**src/rtl/muldiv_unit_if.sv**
```systemverilog
// Request/response bundle between the register-file read side and muldiv_unit.
// Signal prefixes are from the unit's point of view: i_ flows into the unit, o_ flows out.
interface muldiv_unit_if #(
  parameter int WIDTH = 16
);
  logic             i_start;
  logic [1:0]       i_op;
  logic [WIDTH-1:0] i_a;
  logic [WIDTH-1:0] i_b;
  logic [3:0]       i_wa_in;
  logic             o_busy;
  logic             o_done;
  logic             o_we;
  logic [3:0]       o_wa;
  logic [WIDTH-1:0] o_result;
  logic             o_div0;

  modport master (
    output i_start, i_op, i_a, i_b, i_wa_in,
    input  o_busy, o_done, o_we, o_wa, o_result, o_div0
  );

  modport slave (
    input  i_start, i_op, i_a, i_b, i_wa_in,
    output o_busy, o_done, o_we, o_wa, o_result, o_div0
  );
endinterface

```
**src/rtl/muldiv_unit.sv**
```systemverilog
// Iterative signed mul/div/mod for HMMM: fixed WIDTH+2 cycle latency, floor-semantics division.
// Define MULDIV_DIV_EN to build the divider; without it div/mod report div0 and never write back.
module muldiv_unit #(
  parameter int WIDTH = 16
) (
  input logic          clk,
  input logic          reset,
  muldiv_unit_if.slave bus
);

  localparam int            CW      = $clog2(WIDTH);
  localparam logic [CW-1:0] LAST    = CW'(WIDTH - 1);
  localparam logic [1:0]    OP_DIV  = 2'b01;
  localparam logic [1:0]    OP_MOD  = 2'b10;

  typedef enum logic [1:0] {IDLE, CALC, FIX, DONE} state_t;

  state_t           r_state;
  state_t           w_next;
  logic [CW-1:0]    r_cnt;
  logic [1:0]       r_op;
  logic [3:0]       r_wa;
  logic             r_signA;
  logic             r_signB;
  logic [WIDTH-1:0] r_magA;
  logic [WIDTH-1:0] r_acc;
  logic [WIDTH-1:0] r_work;
  logic [WIDTH-1:0] r_result;
  logic             r_div0;

  logic             w_isDiv;
  logic             w_isDivIn;
  logic             w_differ;
  logic [WIDTH-1:0] w_magAIn;
  logic [WIDTH-1:0] w_magBIn;
  logic [WIDTH-1:0] w_mulRes;
  logic [WIDTH-1:0] w_fixResult;
  logic             w_fixDiv0;
  logic             w_weAllowed;

  assign w_isDiv   = (r_op == OP_DIV) || (r_op == OP_MOD);
  assign w_isDivIn = (bus.i_op == OP_DIV) || (bus.i_op == OP_MOD);
  assign w_differ  = r_signA ^ r_signB;
  assign w_magAIn  = bus.i_a[WIDTH-1] ? -bus.i_a : bus.i_a;
  assign w_magBIn  = bus.i_b[WIDTH-1] ? -bus.i_b : bus.i_b;
  // Low WIDTH bits of the magnitude product, negated mod 2^WIDTH, equal the wrapped signed product.
  assign w_mulRes  = w_differ ? -r_acc : r_acc;

`ifdef MULDIV_DIV_EN
  logic [WIDTH-1:0] r_magB;
  logic [WIDTH:0]   w_shifted;
  logic [WIDTH:0]   w_trial;
  logic [WIDTH-1:0] w_remNext;
  logic [WIDTH-1:0] w_bVal;
  logic [WIDTH-1:0] w_remTrunc;
  logic [WIDTH-1:0] w_quo;
  logic [WIDTH-1:0] w_rem;
  logic             w_adjust;

  // Restoring step plus the truncated-to-floor correction applied in FIX.
  always_comb begin
    w_shifted  = {r_acc, r_work[WIDTH-1]};
    w_trial    = w_shifted - {1'b0, r_magB};
    w_remNext  = w_trial[WIDTH] ? w_shifted[WIDTH-1:0] : w_trial[WIDTH-1:0];
    w_bVal     = r_signB ? -r_magB : r_magB;
    w_remTrunc = r_signA ? -r_acc : r_acc;
    w_adjust   = w_differ && (r_acc != '0);
    w_quo      = r_work;
    w_rem      = w_remTrunc;
    if (w_adjust) begin
      w_quo = ~r_work;
      w_rem = w_remTrunc + w_bVal;
    end else if (w_differ) begin
      w_quo = -r_work;
    end
  end
`endif

  always_comb begin
    w_fixResult = w_mulRes;
    w_fixDiv0   = 1'b0;
    if (w_isDiv) begin
`ifdef MULDIV_DIV_EN
      if (r_magB == '0) begin
        w_fixResult = '0;
        w_fixDiv0   = 1'b1;
      end else if (r_op == OP_MOD) begin
        w_fixResult = w_rem;
      end else begin
        w_fixResult = w_quo;
      end
`else
      w_fixResult = '0;
      w_fixDiv0   = 1'b1;
`endif
    end
  end

`ifdef MULDIV_DIV_EN
  assign w_weAllowed = 1'b1;
`else
  assign w_weAllowed = !w_isDiv;
`endif

  always_ff @(posedge clk) begin
    if (reset) begin
      r_state <= IDLE;
    end else begin
      r_state <= w_next;
    end
  end

  always_comb begin
    w_next = r_state;
    case (r_state)
      IDLE:    if (bus.i_start) w_next = CALC;
      CALC:    if (r_cnt == LAST) w_next = FIX;
      FIX:     w_next = DONE;
      DONE:    w_next = IDLE;
      default: w_next = IDLE;
    endcase
  end

  always_comb begin
    bus.o_busy = (r_state != IDLE);
    bus.o_done = (r_state == DONE);
    bus.o_we   = (r_state == DONE) && (r_wa != 4'd0) && w_weAllowed;
  end

  assign bus.o_result = r_result;
  assign bus.o_wa     = r_wa;
  assign bus.o_div0   = r_div0;

  // r_work holds the multiplier (shifting right) for mul, or dividend-becoming-quotient for div/mod.
  always_ff @(posedge clk) begin
    if (reset) begin
      r_cnt    <= '0;
      r_op     <= '0;
      r_wa     <= '0;
      r_signA  <= 1'b0;
      r_signB  <= 1'b0;
      r_magA   <= '0;
      r_acc    <= '0;
      r_work   <= '0;
      r_result <= '0;
      r_div0   <= 1'b0;
`ifdef MULDIV_DIV_EN
      r_magB   <= '0;
`endif
    end else begin
      case (r_state)
        IDLE: begin
          if (bus.i_start) begin
            r_cnt   <= '0;
            r_op    <= bus.i_op;
            r_wa    <= bus.i_wa_in;
            r_signA <= bus.i_a[WIDTH-1];
            r_signB <= bus.i_b[WIDTH-1];
            r_magA  <= w_magAIn;
            r_acc   <= '0;
            r_work  <= w_isDivIn ? w_magAIn : w_magBIn;
`ifdef MULDIV_DIV_EN
            r_magB  <= w_magBIn;
`endif
          end
        end
        CALC: begin
          r_cnt <= r_cnt + 1'b1;
          if (!w_isDiv) begin
            if (r_work[0]) r_acc <= r_acc + r_magA;
            r_magA <= r_magA << 1;
            r_work <= r_work >> 1;
          end
`ifdef MULDIV_DIV_EN
          else begin
            r_acc  <= w_remNext;
            r_work <= {r_work[WIDTH-2:0], ~w_trial[WIDTH]};
          end
`endif
        end
        FIX: begin
          r_result <= w_fixResult;
          r_div0   <= w_fixDiv0;
        end
        default: ;
      endcase
    end
  end

endmodule

```
**src/flat_wrapper.sv**
```systemverilog
// flat-port wrapper written by rule: the top's interface ports become plain ports
module muldiv_unit_flat 
#(
  parameter int WIDTH = 16
)
  (clk, reset, bus_i_start, bus_i_op, bus_i_a, bus_i_b, bus_i_wa_in, bus_o_busy, bus_o_done, bus_o_we, bus_o_wa, bus_o_result, bus_o_div0);
  muldiv_unit_if #(.WIDTH(WIDTH)) bus_i ();
  input logic clk;
  input logic reset;
  input wire logic [$bits(bus_i.i_start)-1:0] bus_i_start;
  input wire logic [$bits(bus_i.i_op)-1:0] bus_i_op;
  input wire logic [$bits(bus_i.i_a)-1:0] bus_i_a;
  input wire logic [$bits(bus_i.i_b)-1:0] bus_i_b;
  input wire logic [$bits(bus_i.i_wa_in)-1:0] bus_i_wa_in;
  output wire logic [$bits(bus_i.o_busy)-1:0] bus_o_busy;
  output wire logic [$bits(bus_i.o_done)-1:0] bus_o_done;
  output wire logic [$bits(bus_i.o_we)-1:0] bus_o_we;
  output wire logic [$bits(bus_i.o_wa)-1:0] bus_o_wa;
  output wire logic [$bits(bus_i.o_result)-1:0] bus_o_result;
  output wire logic [$bits(bus_i.o_div0)-1:0] bus_o_div0;
  assign bus_i.i_start = bus_i_start;
  assign bus_i.i_op = bus_i_op;
  assign bus_i.i_a = bus_i_a;
  assign bus_i.i_b = bus_i_b;
  assign bus_i.i_wa_in = bus_i_wa_in;
  assign bus_o_busy = bus_i.o_busy;
  assign bus_o_done = bus_i.o_done;
  assign bus_o_we = bus_i.o_we;
  assign bus_o_wa = bus_i.o_wa;
  assign bus_o_result = bus_i.o_result;
  assign bus_o_div0 = bus_i.o_div0;
  muldiv_unit #(.WIDTH(WIDTH)) u_core (.clk(clk), .reset(reset), .bus(bus_i));
endmodule
```
**config.mk**
```make
export PLATFORM = sky130hd
export DESIGN_NAME = muldiv_unit_flat
export DESIGN_NICKNAME = d
export VERILOG_FILES = /design/src/rtl/muldiv_unit_if.sv /design/src/rtl/muldiv_unit.sv /design/src/flat_wrapper.sv
export SDC_FILE = /design/constraint.sdc
export NUM_CORES = 1
export LEC_CHECK = 0
export CORE_MARGIN = 3
export CORE_UTILIZATION = 45
export CTS_CLUSTER_SIZE = 12
export DETAILED_ROUTE_END_ITERATION = 8
export GPL_TIMING_DRIVEN = 0
export PLACE_DENSITY = 0.67
export SYNTH_ARGS = -nofsm -noshare
export SYNTH_HDL_FRONTEND = slang
export SYNTH_SLANG_ARGS = --single-unit
```
**constraint.sdc**
```tcl
create_clock -name clk -period 3.05 [get_ports clk]
set_input_delay 0.7625 -clock clk [delete_from_list [all_inputs] [get_ports clk]]
set_output_delay 0.7625 -clock clk [all_outputs]
set_load 0.05 [all_outputs]
```
After elaboration in Yosys (flattened, before gate mapping)
Cells that the tools add are included.
{"block": "word_totals", "word_cells": 64, "out_inout_bits": 24, "reg_bits": 79}
{"block": "classes", "n_mux": 21, "reduce_logical": 14, "n_addsub": 5, "bitwise_logic": 1, "n_eq_ne": 12}
{"operator": "16-bit 2-to-1 mux", "n": 12}
{"operator": "16-bit case mux with 2 select lines", "n": 3}
{"operator": "16-bit negator", "n": 3}
{"operator": "16-bit adder", "n": 1}
{"operator": "2-bit == test (second input constant)", "n": 4}
{"operator": "2-bit case mux with 4 select lines", "n": 1}
{"operator": "4-bit case mux with 2 select lines", "n": 1}
{"operator": "2-bit by 1-bit == test with 1-bit output (second input constant)", "n": 3}
{"operator": "2-bit AND reduction", "n": 3}
{"operator": "4-bit by 1-bit adder with 4-bit output (second input constant)", "n": 1}
{"operator": "4-bit == test (second input constant)", "n": 1}
{"operator": "2-bit 2-to-1 mux", "n": 2}
{"operator": "4-bit 2-to-1 mux", "n": 1}
{"operator": "2-bit by 1-bit != test with 1-bit output (second input constant)", "n": 2}
{"operator": "2-bit != test (second input constant)", "n": 2}
{"operator": "4-bit AND reduction", "n": 1}
{"operator": "2-bit nonzero test", "n": 2}
{"operator": "4-bit nonzero test", "n": 1}
{"operator": "3-bit AND reduction", "n": 1}
{"operator": "1-bit logical AND", "n": 2}
{"operator": "2-bit logical NOT", "n": 1}
{"operator": "1-bit logical OR", "n": 2}
{"operator": "1-bit logical NOT", "n": 1}
{"operator": "1-bit 2-to-1 mux", "n": 1}
{"operator": "1-bit XOR", "n": 1}

Longest topological paths before layout
{"block": "depth", "ltp_word": 5, "mapped_depth": 11, "mapped_depth_nobuf": 10}

Worst setup path after synthesis
No wires, ideal clock.
{"block": "synth_timing", "kind": "input -> register", "startpoint": "in bus_i_a[10]", "endpoint": "reg u_core.r_work[15]", "arrival_ps": 2445, "required_ps": 2987, "cell_stages": 6, "path_slack_ps": 543, "n_path_buf": 0, "cell_sequence": "or4_4 or3_4 or4_4 o22ai_2 a22oi_2 nor2_2"}
{"block": "synth_via", "elab_chain_len": 5}
{"element": "start, declared", "line_no": "flat_wrapper.sv:12", "source": "input wire logic [$bits(bus_i.i_a)-1:0] bus_i_a;"}
{"element": "16-bit negator", "line_no": "muldiv_unit.sv:44", "source": "assign w_magAIn = bus.i_a[WIDTH-1] ? -bus.i_a : bus.i_a;"}
{"element": "16-bit 2-to-1 mux", "line_no": "muldiv_unit.sv:44"}
{"element": "16-bit 2-to-1 mux", "line_no": "muldiv_unit.sv:161", "source": "r_work <= w_isDivIn ? w_magAIn : w_magBIn;"}
{"element": "16-bit 2-to-1 mux", "line_no": "muldiv_unit.sv:153", "source": "if (bus.i_start) begin"}
{"element": "16-bit case mux with 2 select lines", "line_no": "muldiv_unit.sv:151", "source": "case (r_state)"}
{"element": "end signal, assigned", "line_no": "muldiv_unit.sv:161"}
{"element": "end signal, assigned", "line_no": "muldiv_unit.sv:172", "source": "r_work <= r_work >> 1;"}
{"element": "end, declared", "line_no": "muldiv_unit.sv:27", "source": "logic [WIDTH-1:0] r_work;"}
No other way between the ends. The select of a mux whose other input is x is not followed.
A chain may end at the register's enable or synchronous reset.

Worst setup path in the final report
{"block": "layout_timing", "startpoint": "in bus_i_start", "endpoint": "reg u_core.r_magA[15]"}
{"block": "layout_via", "elab_chain_len": 2}
{"element": "start, declared", "line_no": "flat_wrapper.sv:10", "source": "input wire logic [$bits(bus_i.i_start)-1:0] bus_i_start;"}
{"element": "2-bit != test (no line)"}
{"element": "3-bit AND reduction (no line)"}
{"element": "end signal, assigned", "line_no": "muldiv_unit.sv:159", "source": "r_magA <= w_magAIn;"}
{"element": "end signal, assigned", "line_no": "muldiv_unit.sv:171", "source": "r_magA <= r_magA << 1;"}
{"element": "end, declared", "line_no": "muldiv_unit.sv:25", "source": "logic [WIDTH-1:0] r_magA;"}
No other way between the ends.

==> impl_metrics.env <==
export IMPL_status="finished, final reports clean"
export IMPL_series_of_cell_instances_along_the_critical_path="clkdlybuf4s50_1 > and2_1 > clkbuf_1 > a21oi_2 > a21oi_1 > clkbuf_1 > o211ai_2 > o21ai_1 > nor2_2"
export IMPL_most_frequent_standard_cell_in_the_layout_excluding_fill_and_tap_cells="sky130_fd_sc_hd__nand2_1"
export IMPL_wl_per_cell_um=15.8
export IMPL_crit_start_category="input port"
export IMPL_synth_sequential_area_ratio=0.320
export IMPL_mappedNetlistArea_um2=4930
export IMPL_dieArea_um2=12300
export IMPL_beginning_of_the_critical_path="bus_i_start"
export IMPL_core_region_area_um2=10500
export IMPL_placed_cells_incl_taps=828
export IMPL_chipWidth_um=111
export IMPL_clock_power_share=0.207
export IMPL_cts_hold_fix_buffers=0
export IMPL_yosys_warnings=0
export IMPL_ioPinCount=65
export IMPL_cts_sinks=79
export IMPL_final_antenna_net_count=0
export IMPL_start_util=0.470
export IMPL_antenna_found_initial=0
export IMPL_core_rowCount=37
export IMPL_preCtsSetupSlack_ps=-227
export IMPL_irDropWorstVdd_uv=501
export IMPL_synth_top_cells_by_area="sky130_fd_sc_hd__dfxtp_1, sky130_fd_sc_hd__a21oi_1, sky130_fd_sc_hd__nand2_1"
export IMPL_final_cell_mix="sky130_fd_sc_hd__nand2_1, sky130_fd_sc_hd__dfxtp_1, sky130_fd_sc_hd__a21oi_1"
export IMPL_timing_worst_setup_path_type="in2reg"
export IMPL_syn_avg_cell_area_um2=7.85
export IMPL_cpMostUsedCell="sky130_fd_sc_hd__clkbuf_1"
export IMPL_detail_route_drc_violations=0
export IMPL_place_congestion=0.912
export IMPL_grt_overflow=0
export IMPL_netlist_cell_type_count=63
export IMPL_netlist_area_leader_share=0.320
export IMPL_dr_first_iter_drc_count=221
export IMPL_timing_final_max_slew_violations=0
export IMPL_postSynth_asyncResetShare=0
export IMPL_routed_wl_um=13400
export IMPL_period_utilization=0.926
export IMPL_grt_max_degree=14
export IMPL_drive_gt1_frac=0.0480
export IMPL_post_synth_inst_count=629
export IMPL_path_clk_slew_ps=80
export IMPL_power_static_leakage_nw=2.28
export IMPL_antenna_cells_inserted=0
export IMPL_flow_area_growth_from_synthesis_pct=20.8
export IMPL_sw_frac_of_total=0.429
export IMPL_synth_edf_count=0
export IMPL_place_detailed_hpwl_um=10500
export IMPL_crit_end_category="register"
export IMPL_hold_path_class="reg2reg"
export IMPL_grt_util_all_layers=0.218
export IMPL_ys_seq_elements=79
export IMPL_ctsRootBufferMaster="sky130_fd_sc_hd__clkbuf_8"
export IMPL_timing_final_crit_period_ps=2820
export IMPL_count_of_instances_resized_after_the_clock_tree_is_built=0
export IMPL_power_net_switching_mw=1.82
export IMPL_instances_no_fill=844
export IMPL_detailedRoute_firstPassIterationCount=5
export IMPL_cts_tree="built"
export IMPL_clk_insertion_delay_late_ps=370
export IMPL_fmaxAchievable_mhz=354
export IMPL_hold_viol=0
export IMPL_timing_worst_slew_pin_value_ps=993
export IMPL_r2r_start="u_core.r_state[1]$_SDFFE_PP0P_"
export IMPL_hold_path_startpoint="u_core.bus.o_result[11]$_SDFFE_PP0P_"
export IMPL_setup_viol_count_final=0
export IMPL_cp_data_arrival_time_ps=3080
export IMPL_share_seq_of_total_power=0.334
export IMPL_filler_cell_count=964
export IMPL_timing_max_slew_rel_slack=0.333
export IMPL_fp_dieH_um=111
export IMPL_critical_path_max_stage_delay_ps=490
export IMPL_cp_buffers_inverters=3
export IMPL_power_per_cell_area_nw_per_um2=710
export IMPL_max_cap_viol_count=0
export IMPL_yosys_area_top_type="sky130_fd_sc_hd__dfxtp_1"
export IMPL_share_comb_of_total_power=0.460
export IMPL_critical_path_top_delay_family="buffers and inverters"
export IMPL_synth_nets=695
export IMPL_worst_ep_required_time_ps=3300
export IMPL_via_count_of_the_first_global_routing_pass=4467
export IMPL_rsz0062_at_grt="false"
export IMPL_final_area_um2=5960
export IMPL_post_layout_total_power_mw=4.23
export IMPL_critical_path_peak_fanout=10
export IMPL_finish_net_count=769
export IMPL_h_tree_depth=3
export IMPL_slowest_stage="sky130_fd_sc_hd__clkdlybuf4s50_1"
export IMPL_cellInternalPower_mw=2.42
export IMPL_postSynth_topFlopCell="sky130_fd_sc_hd__dfxtp_1"
export IMPL_cts_buffer_depth=2
export IMPL_cts_buffers=9
export IMPL_detail_route_vias_per_cell=5.63
export IMPL_layout_setup_ws_ps=226
export IMPL_vias=4752
export IMPL_fin_worst_skew_ps=11.3
export IMPL_global_route_wire_length_before_repair_um=21900
export IMPL_port_buffers=63
export IMPL_cell_area_after_placement_um2=5740
export IMPL_cts_post_setup_buffers_inserted=0
-- power groups by stage --
stage | sequential, mW | clock, mW | combinational (mW)
after global routing | 1.44 | 0.938 | 2.16
after CTS | 1.41 | 0.897 | 1.93
after detailed placement | 1.43 | 0 | 1.92
final | 1.41 | 0.875 | 1.95
after floorplan | 1.44 | 0 | 1.34
after global placement | 1.42 | 0 | 1.89
-- Yosys cell counts, drive strengths merged (2+ instances only) --
library cell and instances:
a21o 8, nand3 4, a211o 2, or4 5, a221o 3, a311oi 2, nor3 15, nand2 88
o21a 3, xnor2 34, nand2b 17, clkbuf 22, o31a 2, and3 3, o31ai 10, nor2b 10
inv 15, buf 6, nand3b 2, mux2i 2, a22oi 11, a211oi 13, o21ai 40, xor2 24
nor2 62, o41ai 4, a21oi 66, a31oi 3, and2 2, a221oi 3, ha 24, or3 3
nor4 7, a22o 7, dfxtp 79, o211ai 11, o22ai 4
-- cell families after synthesis --
family	count (synthesis)	share of synthesized area
muxes	2	0.00406
adders and majority gates	25	0.0649
DFF	79	0.320
buffers and inverters	44	0.0393
xor gates and xnor gates	58	0.103
AOI/OAI and AO/OA	200	0.262
and+or+nand+nor	221	0.207
-- metal layers --
layer,global-route usage,part of all wire,vias to the layer above
li1,-,-,2395
met1,0.270,0.45,2203
met2,0.365,0.47,124
met3,0.0546,0.049,30
met4,0.0788,0.029,0
met5,0,0,-
-- worst register-to-register path: stages, from the launching register on --
cell and delay (ps):
sky130_fd_sc_hd__dfxtp_1 340, sky130_fd_sc_hd__inv_1 110, sky130_fd_sc_hd__ha_1 330, sky130_fd_sc_hd__clkbuf_1 440
sky130_fd_sc_hd__clkbuf_1 530, sky130_fd_sc_hd__buf_1 520, sky130_fd_sc_hd__o211ai_1 180, sky130_fd_sc_hd__a21oi_1 180
-- layout make-up --
cell class | count | area, um2 | share of cell area
buffer | 29 | 138 | 0.0231
tap | 136 | 170 | 0.0285
clock inverter | 6 | 83.8 | 0.0141
sequential | 79 | 1580 | 0.265
timing repair buffer | 63 | 631 | 0.106
clock buffer | 10 | 138 | 0.0231
multi-input combinational | 506 | 3160 | 0.531
inverter | 15 | 56.3 | 0.00945
-- worst paths after layout --
check / end / slack [ps] / depth (start not counted)
max: u_core.r_magA[15]$_SDFFE_PP0P_ / 230 / 9
min: u_core.bus.o_result[11]$_SDFFE_PP0P_ / 440 / 2
max reg2reg: u_core.r_magA[11]$_SDFFE_PP0P_ / 350 / 7
min reg2reg: u_core.bus.o_result[11]$_SDFFE_PP0P_ / 440 / 2
-- metrics by stage --
step	utilization	hold slack [ps]	setup TNS [ps]
after global routing	0.567	465	0
after detailed placement	0.546	437	-4320
after floorplan	-	437	0
after global placement	0.546	435	-4040
final	0.567	444	0
after CTS	0.567	448	0
-- registers in the layout (all words and copies together), names as in the netlist, 2 cells and up --
signal and flops:
u_core.r_work 16, u_core.r_op 2, u_core.bus.o_result 16, u_core.r_cnt 4, u_core.r_magA 16, u_core.bus.o_wa 4
u_core.r_acc 16, u_core.r_state 2
No activity file was read; power rests on OpenSTA's default activity.
